$ cat config.mk
export PLATFORM = sky130hd
export DESIGN_NAME = dmem_arbiter
export DESIGN_NICKNAME = d
export VERILOG_FILES = /design/src/rtl/dmem_arbiter_pkg.sv /design/src/rtl/dmem_lane_align.sv /design/src/rtl/dmem_arbiter.sv
export SDC_FILE = /design/constraint.sdc
export NUM_CORES = 1
export LEC_CHECK = 0
export ABC_CLOCK_PERIOD_IN_PS = 2980
export CAP_MARGIN = 20
export CORE_ASPECT_RATIO = 0.6
export CORE_MARGIN = 2
export CORE_UTILIZATION = 35
export DETAILED_ROUTE_END_ITERATION = 12
export GPL_TIMING_DRIVEN = 0
export PLACE_DENSITY = 0.78
export SYNTH_ARGS = -nofsm -noshare
export SYNTH_HDL_FRONTEND = slang
export SYNTH_HIERARCHICAL = 1
export SYNTH_SLANG_ARGS = --single-unit
$ cat constraint.sdc
create_clock -name clk -period 2.98 [get_ports clk]
set_input_delay 0.298 -clock clk [delete_from_list [all_inputs] [get_ports clk]]
set_output_delay 0.298 -clock clk [all_outputs]
set_load 0.01 [all_outputs]
$ cat src/rtl/dmem_arbiter_pkg.sv
// Shared types and constants for the data-memory arbiter and its CPU lane aligner.
package dmem_arbiter_pkg;

    typedef logic [1:0] state_t;

    localparam state_t ST_IDLE      = 2'd0;
    localparam state_t ST_DMA_BURST = 2'd1;
    localparam state_t ST_DMA_DONE  = 2'd2;

    localparam logic [1:0] SZ_BYTE = 2'b00;
    localparam logic [1:0] SZ_HALF = 2'b01;
    localparam logic [1:0] SZ_WORD = 2'b10;

    localparam int DEPTH_WORDS_DEFAULT = 512;

endpackage

$ cat src/rtl/dmem_lane_align.sv
// CPU byte-lane logic: byte enables, store data replication, load extraction
// and misalignment detection. Purely combinational.
module dmem_lane_align
    import dmem_arbiter_pkg::*;
(
    input  logic [1:0]  size,
    input  logic        unsigned_ld,
    input  logic [1:0]  addr_lsb,
    input  logic [31:0] wdata,
    input  logic [31:0] rdata,
    output logic [3:0]  byte_en,
    output logic [31:0] wdata_rep,
    output logic [31:0] rdata_ext,
    output logic        misaligned
);

    logic [7:0]  ld_byte;
    logic [15:0] ld_half;

    assign ld_byte = rdata[{addr_lsb, 3'b000} +: 8];
    assign ld_half = rdata[{addr_lsb[1], 4'b0000} +: 16];

    always_comb begin
        byte_en    = 4'b0000;
        wdata_rep  = 32'h0;
        rdata_ext  = 32'h0;
        misaligned = 1'b0;
        case (size)
            SZ_BYTE: begin
                byte_en   = 4'b0001 << addr_lsb;
                wdata_rep = {4{wdata[7:0]}};
                rdata_ext = unsigned_ld ? {24'h0, ld_byte} : {{24{ld_byte[7]}}, ld_byte};
            end
            SZ_HALF: begin
                if (addr_lsb[0]) begin
                    misaligned = 1'b1;
                end else begin
                    byte_en   = 4'b0011 << {addr_lsb[1], 1'b0};
                    wdata_rep = {2{wdata[15:0]}};
                    rdata_ext = unsigned_ld ? {16'h0, ld_half} : {{16{ld_half[15]}}, ld_half};
                end
            end
            SZ_WORD: begin
                if (addr_lsb != 2'b00) begin
                    misaligned = 1'b1;
                end else begin
                    byte_en   = 4'b1111;
                    wdata_rep = wdata;
                    rdata_ext = rdata;
                end
            end
            default: misaligned = 1'b1;
        endcase
    end

endmodule

$ cat src/rtl/dmem_arbiter.sv
// Single-port data-memory arbiter: CPU accesses in IDLE, DMA bursts of one word
// per cycle, with a starvation limit on CPU grants while DMA is waiting.
module dmem_arbiter
    import dmem_arbiter_pkg::*;
#(
    parameter int STARVE_MAX  = 4,
    parameter int DEPTH_WORDS = DEPTH_WORDS_DEFAULT
) (
    input  logic        clk,
    input  logic        reset,
    input  logic        cpu_req,
    input  logic        cpu_we,
    input  logic [1:0]  cpu_size,
    input  logic        cpu_unsigned,
    input  logic [31:0] cpu_addr,
    input  logic [31:0] cpu_wdata,
    output logic        cpu_gnt,
    output logic [31:0] cpu_rdata,
    output logic        cpu_err,
    input  logic        dma_req,
    input  logic        dma_we,
    input  logic [31:0] dma_addr,
    input  logic [7:0]  dma_len,
    input  logic [31:0] dma_wdata,
    output logic        dma_gnt,
    output logic [31:0] dma_rdata,
    output logic        dma_done,
    output logic        mem_write,
    output logic [3:0]  byte_en,
    output logic [31:0] mem_addr,
    output logic [31:0] mem_wdata,
    input  logic [31:0] mem_rdata
);

    localparam int              SW         = $clog2(STARVE_MAX + 1);
    localparam logic [SW-1:0]   STARVE_LIM = SW'(STARVE_MAX);
    localparam logic [29:0]     WORDS      = 30'(DEPTH_WORDS);
    localparam logic [29:0]     WORD_LAST  = 30'(DEPTH_WORDS - 1);

    state_t        state;
    logic [SW-1:0] starve_cnt;
    logic [8:0]    beat_cnt;
    logic [29:0]   word_addr;
    logic          burst_we;
    logic          dma_start;
    logic [29:0]   cpu_word;

    logic [3:0]    lane_be;
    logic [31:0]   lane_wdata;
    logic [31:0]   lane_rdata;
    logic          lane_misaligned;

    logic          unused_dma_lsbs;
    assign unused_dma_lsbs = ^dma_addr[1:0];

    dmem_lane_align u_lane (
        .size        (cpu_size),
        .unsigned_ld (cpu_unsigned),
        .addr_lsb    (cpu_addr[1:0]),
        .wdata       (cpu_wdata),
        .rdata       (mem_rdata),
        .byte_en     (lane_be),
        .wdata_rep   (lane_wdata),
        .rdata_ext   (lane_rdata),
        .misaligned  (lane_misaligned)
    );

    // Grants are suppressed while reset is high so requests seen then are ignored.
    assign cpu_gnt   = !reset && (state == ST_IDLE) && cpu_req
                       && !(dma_req && (starve_cnt == STARVE_LIM));
    assign dma_start = !reset && (state == ST_IDLE) && dma_req && !cpu_gnt;
    assign dma_gnt   = !reset && (state == ST_DMA_BURST);
    assign dma_done  = !reset && (state == ST_DMA_DONE);
    assign cpu_err   = cpu_gnt && lane_misaligned;
    assign cpu_word  = cpu_addr[31:2] % WORDS;

    always_comb begin
        mem_write = 1'b0;
        byte_en   = 4'b0000;
        mem_addr  = 32'h0;
        mem_wdata = 32'h0;
        cpu_rdata = 32'h0;
        dma_rdata = 32'h0;
        if (cpu_gnt) begin
            mem_addr = {cpu_word, cpu_addr[1:0]};
            if (!lane_misaligned) begin
                mem_write = cpu_we;
                byte_en   = lane_be;
                mem_wdata = lane_wdata;
                cpu_rdata = lane_rdata;
            end
        end else if (dma_gnt) begin
            mem_write = burst_we;
            byte_en   = 4'b1111;
            mem_addr  = {word_addr, 2'b00};
            mem_wdata = dma_wdata;
            dma_rdata = mem_rdata;
        end
    end

    // A burst counts down its beats; the cycle after the last beat is DMA_DONE.
    always_ff @(posedge clk) begin
        if (reset) begin
            state      <= ST_IDLE;
            starve_cnt <= '0;
            beat_cnt   <= 9'd0;
            word_addr  <= 30'd0;
            burst_we   <= 1'b0;
        end else begin
            if (dma_start || !dma_req) begin
                starve_cnt <= '0;
            end else if (cpu_gnt && (starve_cnt != STARVE_LIM)) begin
                starve_cnt <= starve_cnt + 1'b1;
            end
            case (state)
                ST_IDLE: begin
                    if (dma_start) begin
                        word_addr <= dma_addr[31:2] % WORDS;
                        burst_we  <= dma_we;
                        beat_cnt  <= (dma_len == 8'd0) ? 9'd256 : {1'b0, dma_len};
                        state     <= ST_DMA_BURST;
                    end
                end
                ST_DMA_BURST: begin
                    word_addr <= (word_addr == WORD_LAST) ? 30'd0 : word_addr + 30'd1;
                    beat_cnt  <= beat_cnt - 9'd1;
                    if (beat_cnt == 9'd1) begin
                        state <= ST_DMA_DONE;
                    end
                end
                ST_DMA_DONE: state <= ST_IDLE;
                default:     state <= ST_IDLE;
            endcase
        end
    end

endmodule

* Yosys cells after proc, flatten, opt, wreduce, memory -nomap -nowiden
Index checks and enable logic that the tools add are counted.
Word-level totals: logic and storage cells 84, input port bits 177, output and inout port bits 137, register bits 45
Cells by class: muxes and demuxes 38, reduce and logical (&&, ||, !) cells 24, shifts and indexed selects 4, equality and inequality tests 10, $add $sub $neg 3
Operators by type and width (count):
- 32-bit two-way mux | 15
- 32-bit case mux with 3 select lines | 2
- 30-bit two-way mux | 2
- 30-bit case mux with 2 select lines | 1
- 32-bit by 6-bit indexed part select with 16-bit output | 1
- 32-bit by 6-bit indexed part select with 8-bit output | 1
- 30-bit by 1-bit adder with 30-bit output (second input constant) | 1
- 30-bit by 9-bit == test with 1-bit output (second input constant) | 1
- 4-bit two-way mux | 5
- 9-bit two-way mux | 2
- 9-bit case mux with 2 select lines | 1
- 4-bit case mux with 3 select lines | 1
- 1-bit logical AND | 10
- 9-bit by 1-bit == test with 1-bit output (second input constant) | 1
- 9-bit by 1-bit subtractor with 9-bit output (second input constant) | 1
- 8-bit zero test | 1
- 2-bit AND reduction | 3
- 1-bit two-way mux | 5
- 2-bit by 1-bit == test with 1-bit output (second input constant) | 2
- 2-bit == test (second input constant) | 2
- 1-bit zero test | 4
- 2-bit zero test | 2
- 2-bit two-way mux | 2
- 2-bit case mux with 2 select lines | 1
- 11 further kinds | 12

* Depth between registers and ports, before layout
Gate-level depths: netlist (run 1).
depth after elaboration 8, mapped depth 9, depth with buffers taken out 7

* By module
The synthesis (run 1) kept the hierarchy.
Modules (own cells, without submodules):
- dmem_arbiter | area each 3614.7 sq um, times used 1, sequential area each 900.9 sq um, cells each 487
- dmem_lane_align | area each 1193.6 sq um, times used 1, sequential area each 0.0 sq um, cells each 182

* Worst setup path before layout (run 1)
Ideal clock, no wire load.
kind in2out, from in cpu_size[0], to out mem_wdata[17], buffers on the path 4, stages 9, data arrival time 1784 ps, required time 2682 ps, path slack 898 ps, cells stage by stage clkbuf_1 o21a_1 o22ai_1 inv_1 nor2b_1 buf_2 buf_2 buf_4 a22o_1
On the way: cells in the longest elaborated chain, start to end 4, elaborated cells on any way between the ends 7, classes of those cells 2 x eq/ne; 4 x mux; 1 x reduce/logical
Ends and longest elaborated chain:
- from (decl) | line dmem_arbiter.sv:13 | input logic [1:0] cpu_size,
- 2-bit == test, or another cell as far along | line dmem_lane_align.sv:28 | case (size)
- 1-bit case mux with 3 select lines * | line dmem_lane_align.sv:28
- net lane_misaligned | line dmem_arbiter.sv:51 | logic lane_misaligned;
- 32-bit two-way mux * | line dmem_arbiter.sv:86 | if (!lane_misaligned) begin
- 32-bit two-way mux * | line dmem_arbiter.sv:84 | if (cpu_gnt) begin
- to (decl) | line dmem_arbiter.sv:31 | output logic [31:0] mem_wdata,
Mark *: on every way through the listed nets, which the timed path passes. The rest lies on a longest branch.

* Worst setup path after layout (run 1)
from in cpu_size[1], to out mem_wdata[16]
On the way: cells in the longest elaborated chain, start to end 4, elaborated cells on any way between the ends 7, classes of those cells 2 x eq/ne; 4 x mux; 1 x reduce/logical
Ends and longest elaborated chain:
- 2-bit == test, or another cell as far along | line dmem_lane_align.sv:28
- 32-bit case mux with 3 select lines * | line dmem_lane_align.sv:28
- net lane_wdata[16] | line dmem_arbiter.sv:49 | logic [31:0] lane_wdata;
- 32-bit two-way mux * | line dmem_arbiter.sv:86
- 32-bit two-way mux * | line dmem_arbiter.sv:84
Marked as above.

==> impl_metrics.toml, run 1 <==
[grt]
antenna_found_initial = 6
grt_max_degree = 15
grt_pass1_vias = 5651
grtUsageTotal_pct = 31.3
grt_overflow = 0
grt_pass1_wl_um = 34900

[clock_network]
htreeDepth = 2
clkSinkCount = 45
cts_tree = "yes"
hold_buffers = 0
cts_made_buffers = 5
clk_pin_slew_ps = 60
clockBufferDepth = 2
clk_latency_ps = 290
root_buffer = "clkbuf_16"

[synth]
synth_edf_count = 0
yosysWarnings = 6
ys_types = 61
syn_area_per_cell_um2 = 7.19
synth_cells = 669
synth_nets = 851
seq_area_frac_synth_pct = 18.7
synth_seq_cells = 45
async_flop_share_pct = 0
netlist_area_um2 = 4810
ys.flop_type = "dfxtp_1"

[timing]
drv_slew = 0
min_period_over_period_pct = 98.9
skew_ps = 5.23
rsz0062_at_grt = "yes"
tightest_slew_ps = 935
slew_headroom_pct = 37.7
fmax_mhz = 339
period_minus_slack_ps = 2950
setup_viol = 0
final-hold-violation-count = 0

[setup_path]
worstSetupPathType = "input pin to output port"
critPathCaptureType = "output port"
path_cells = "clkdlybuf4s50_1 -> buf_4 -> a21oi_1 -> a22o_1 -> a22o_1 -> clkdlybuf4s50_1"
critPathLaunch = "cpu_size[1]"
cp_slowest_cell = "a21oi_1"
cp_max_fo = 10
start_kind = "input pin"
required_ps = 2680
crit_buf_inv = 3
crit_cells = 6
cp_slowest_stage_delay_ps = 720
r2r_start = "word_addr[1]"
endpoint = "mem_wdata[16]"
r2r_cells = 5
crit_family = "buffers and inverters"
r2r_slack_ps = 690
r2r-end = "word_addr[22]"
cp.arrival_ps = 2650

[floorplanning]
fp.dieH_um = 94.8
die_w_um = 155
start_util_pct = 35.5
coreArea_um2 = 13500
die_area_um2 = 14700
io_pins = 314
row_count = 33

[placement]
dpl_cell_area_um2 = 7710
dp_hpwl_um = 19200
gp_congestion = 0.980
io_buffers = 268

[cells_and_area]
area.growth.synth_to_final_pct = 67.3
layout-drive-gt1-share_pct = 8.32
final_area_um2 = 8040
final_common_cell = "clkdlybuf4s50_1"
final_cell_mix = "clkdlybuf4s50_1, and2_1, nand2_1"
fin_util_pct = 59.4
nNetsFinal = 1131

[pwr]
clkPwrFrac_pct = 30.2
p_comb_share_pct = 38.2
powerDensity_nw_per_um2 = 260
p_leak_nw = 3.22
p_total_mw = 2.09
switchingPower_mw = 0.661
ir_worst_vdd_mv = 0.244
p_seq_share_pct = 31.6
swShare_pct = 31.6
p_int_mw = 1.43

[job]
maxCapViolCount = 0

[drt]
drt_first_pass_iters = 5
routedWlPerCell_um = 21.2
viasPerCell = 5.73
ant_nets = 0
wl_um = 24000
drc = 0
drt-initial-drc-count = 597
via_count = 6476

[min_path]
min_path_type = "input pin to register"
hold_depth = 2

[run_status]
status = "completed"
## worst min-delay path by stage
stage / start / end
final: reset / word_addr[7]
after detailed placement: word_addr[29] / word_addr[29]
after global placement: word_addr[29] / word_addr[29]
after floorplan: dma_we / burst_we
after global routing: reset / word_addr[7]
after CTS: reset / word_addr[7]
## worst reg2reg max path: stages (launching register included)
cell and delay [ps]:
dfxtp_1 440, ha_1 270, nand3_2 220, nor4_4 650, nand3_1 340, o31ai_1 290
## state kept, by name, indices dropped and copies added, names as in the netlist
| register | flops |
|---|---|
| beat_cnt | 9 |
| burst_we | 1 |
| starve_cnt | 3 |
| state | 2 |
| word_addr | 30 |
## power by group through the flow
stage          combinational [mW]  clock (mW)  sequential (mW)
2_1_floorplan               0.356           0            0.661
3_3_place_gp                0.760           0            0.672
3_5_place_dp                0.763           0            0.672
4_1_cts                     0.779       0.638            0.659
5_1_grt                     0.856       0.673            0.663
6_report                    0.800       0.633            0.661
## layout make-up
| type | count | area [µm²] |
|---|---|---|
| fill | 1246 | 5500 |
| clock inverter | 2 | 38.8 |
| clock buffer | 5 | 125 |
| inverter | 12 | 45.0 |
| buffer | 58 | 324 |
| antenna | 6 | 15.0 |
| tap | 175 | 219 |
| sequential | 45 | 902 |
| multi-input combinational | 554 | 3640 |
| timing repair buffer | 273 | 2730 |
## timing repair
item,4_1_cts,5_1_grt
setup endpoints to repair,104,100
setup buffers,3,2
gates resized for setup,27,29
pin swaps,3,2
## routing by layer
layer,global-route usage [%],wire (µm),up-vias
li1,-,-,3076
met1,44.6,10900,3023
met2,47.2,10500,334
met3,5.37,1940,43
met4,11.5,687,0
met5,0,0,-
## cell usage after synthesis, drive strengths merged (10+ instances only)
cell type  number  share of area, %
nor2b          13               1.7
a21oi          39               4.4
dfxtp          45                19
a22oi          10               1.6
nand3          38               4.1
nand2b         20               2.6
nor4           15               2.8
nor2           28               2.2
buf            28               3.0
nand4          14               2.3
a31oi          19               2.5
inv            12              0.94
and2          103                13
nand2          60               4.7
mux2i          10               2.1
a22o           50               9.1
clkbuf         30               2.3
o21ai          26               2.7
## cell families (layout without fill, tap and decap cells)
family                   count (synthesis)  in the layout  share of synthesized area, %
AND/OR/NAND/NOR                        330            330                          39.7
AO/OA/AOI/OAI                          202            202                          30.2
multiplexers                            14             14                          3.25
other                                    0              6                             0
flip-flops                              45             45                          18.7
adder cells (fa/ha/maj)                  5              5                          1.30
buffers and inverters                   70            350                          6.27
XOR/XNOR                                 3              3                         0.547
## through the flow
step	cells	worst slack [ps]	TNS (ps)	hold slack [ps]
floorplan	669	898	0	434
global placement	1112	-901	-47600	469
detailed placement	1112	-904	-49130	471
CTS	1122	2.82	0	369
global route	1130	-16.9	-20.6	379
finish	1130	33.6	0	378
(Power assumes the default switching activity.)
==> run 2, diff against run 1 <==
--- a/config.mk
+++ b/config.mk
@@ -8,7 +8,7 @@
 export ABC_CLOCK_PERIOD_IN_PS = 2980
 export CAP_MARGIN = 20
 export CORE_ASPECT_RATIO = 0.6
-export CORE_MARGIN = 2
+export CORE_MARGIN = 5
 export CORE_UTILIZATION = 35
 export DETAILED_ROUTE_END_ITERATION = 12
 export GPL_TIMING_DRIVEN = 0
==> run 2 against run 1 <==
Against the previous run: via count rose by 0.96%; die area up 10%; largest power group unchanged; setup slack got worse by 18 ps; critical endpoint is now cpu_rdata[11]; sequential share of layout area hardly changed; final cell count shrank 0.18%.
==> impl_metrics.toml, run 2 (synthesis results as in run 1) <==
[run_status]
status = "completed"

[clock_network]
htreeDepth = 2
cts_made_buffers = 5
clk_pin_slew_ps = 60
clkSinkCount = 45
root_buffer = "clkbuf_16"
clockBufferDepth = 2
clk_latency_ps = 290
cts_tree = "yes"

[timing]
fmax_mhz = 337
slew_headroom_pct = 41.3
period_minus_slack_ps = 2960
fin_hold_ws_ps = 383
drv_slew = 0
rsz0062_at_grt = "yes"
setup_viol = 0
finalSetupTns_ps = 0
skew_ps = 7.39
tightest_slew_ps = 881
min_period_over_period_pct = 99.5
final-hold-violation-count = 0

[drt]
drc = 0
routedWlPerCell_um = 21.9
wl_um = 24700
drt_first_pass_iters = 6
ant_nets = 0
viasPerCell = 5.80
drt-initial-drc-count = 562
via_count = 6538

[min_path]
min_path_type = "input pin to register"

[placement]
dp_hpwl_um = 19900
gp_congestion = 1.03
dpl_cell_area_um2 = 7710
io_buffers = 268
dp_cells = 1112

[pwr]
ir_worst_vdd_mv = 0.345
powerDensity_nw_per_um2 = 272
p_leak_nw = 3.22

[floorplanning]
io_pins = 314
die_w_um = 161
start_util_pct = 35.5
die_area_um2 = 16300
row_count = 33
coreArea_um2 = 13500
fp.dieH_um = 101

[grt]
antenna_found_initial = 1
grt_overflow = 0
grt_util_met3_pct = 8.13
grt.met2_usage_pct = 45.4
grtUsageTotal_pct = 28.8
grt_use_met1_pct = 39.4
grt_max_degree = 16
grt_pass1_vias = 5908
grt-busiest-layer = "met2"
grt_pass1_wl_um = 36700

[setup_path]
path_cells = "clkdlybuf4s50_1 -> nor2_1 -> buf_2 -> nand3b_1 -> buf_4 -> o221ai_1 -> and2_1 -> clkdlybuf4s50_1"
start_kind = "input pin"
critPathCaptureType = "output port"
crit_path_frequent_cell = "clkdlybuf4s50_1"
r2r_start = "word_addr[1]"
r2r_cells = 5
required_ps = 2680
r2r-end = "word_addr[26]"
critPathLaunch = "cpu_size[1]"
cp_slowest_stage_delay_ps = 570
r2r_slack_ps = 750
endpoint = "cpu_rdata[11]"
worstSetupPathType = "input pin to output port"
cp_max_fo = 10
cp.arrival_ps = 2670
cp_slowest_cell = "clkdlybuf4s50_1"

[cells_and_area]
fin_util_pct = 59.5
layout-drive-gt1-share_pct = 8.60
largest_reg_flops = 30
fillCellCount = 1238
finalNonFillerCells = 1128
final_common_cell = "clkdlybuf4s50_1"
regMostFlops = "word_addr"
final_area_um2 = 8060
final_cell_mix = "clkdlybuf4s50_1, and2_1, nand2_1"
antennaDiodeCount = 0
area.growth.synth_to_final_pct = 67.6
top_regs = "word_addr x30, beat_cnt x9, starve_cnt x3"
nNetsFinal = 1134

[job]
maxCapViolCount = 0
[run 2: cell count changes in the layout (fill, tap and decap cells not counted), moves of 2 or more]
cell             delta
clkbuf_2            -3
clkdlybuf4s50_1     -4
buf_4               +6
buf_6               -2
clkbuf_4            +3
dlygate4sd2_1       +7
dlymetal6s2s_1      -3
diode_2             -6
[run 2: what timing repair did]
action,4_1_cts,5_1_grt
pin swaps,1,3
gates resized for setup,33,29
setup endpoints to repair,105,88
hold buffers,0,0
buffers inserted,2,6
[run 2: layer usage]
| layer | wire length, µm | share of wire [%] |
|---|---|---|
| met4 | 573 | 2.3 |
| met1 | 10300 | 42 |
| met5 | 13 | 0.053 |
| met2 | 10800 | 44 |
| met3 | 2970 | 12 |
[run 2: how the worst min path moves through the flow]
stage,end,from,depth (start not counted),slack (ps)
2_1_floorplan,burst_we,dma_we,2,430
3_3_place_gp,word_addr[29],word_addr[29],1,470
3_5_place_dp,word_addr[29],word_addr[29],1,470
4_1_cts,word_addr[7],reset,2,370
5_1_grt,word_addr[7],reset,2,390
6_report,word_addr[7],reset,2,380
[run 2: critical path, delay by kind of cell]
family                 cells  cell delay (ps)
AND/OR/NAND/NOR            3              720
AO/OA/AOI/OAI              1               60
buffers and inverters      4             1580
[run 2: area by class of cell]
cell class	count	area [µm²]	area share, %
inverters	12	45.0	0.559
flip-flops and latches	45	902	11.2
plain buffers	58	318	3.94
clock inverters	3	68.8	0.854
clock buffers	5	125	1.55
repair buffers	276	2740	34.0
well taps	175	219	2.72
multi-input cells	554	3640	45.2
[run 2: stage by stage]
stage | total power [mW] | setup WS (ps)
floorplan | 1.02 | 898
global placement | 1.43 | -883
detailed placement | 1.44 | -919
CTS | 2.17 | 3.25
global route | 2.28 | -52.6
finish | 2.19 | 15.6
[run 2: power breakdown]
group	internal (mW)	total (mW)	switching [mW]	leakage [nW]
registers	0.626	0.660	0.0337	0.366
logic	0.409	0.798	0.388	2.76
clock network	0.484	0.734	0.251	0.0944
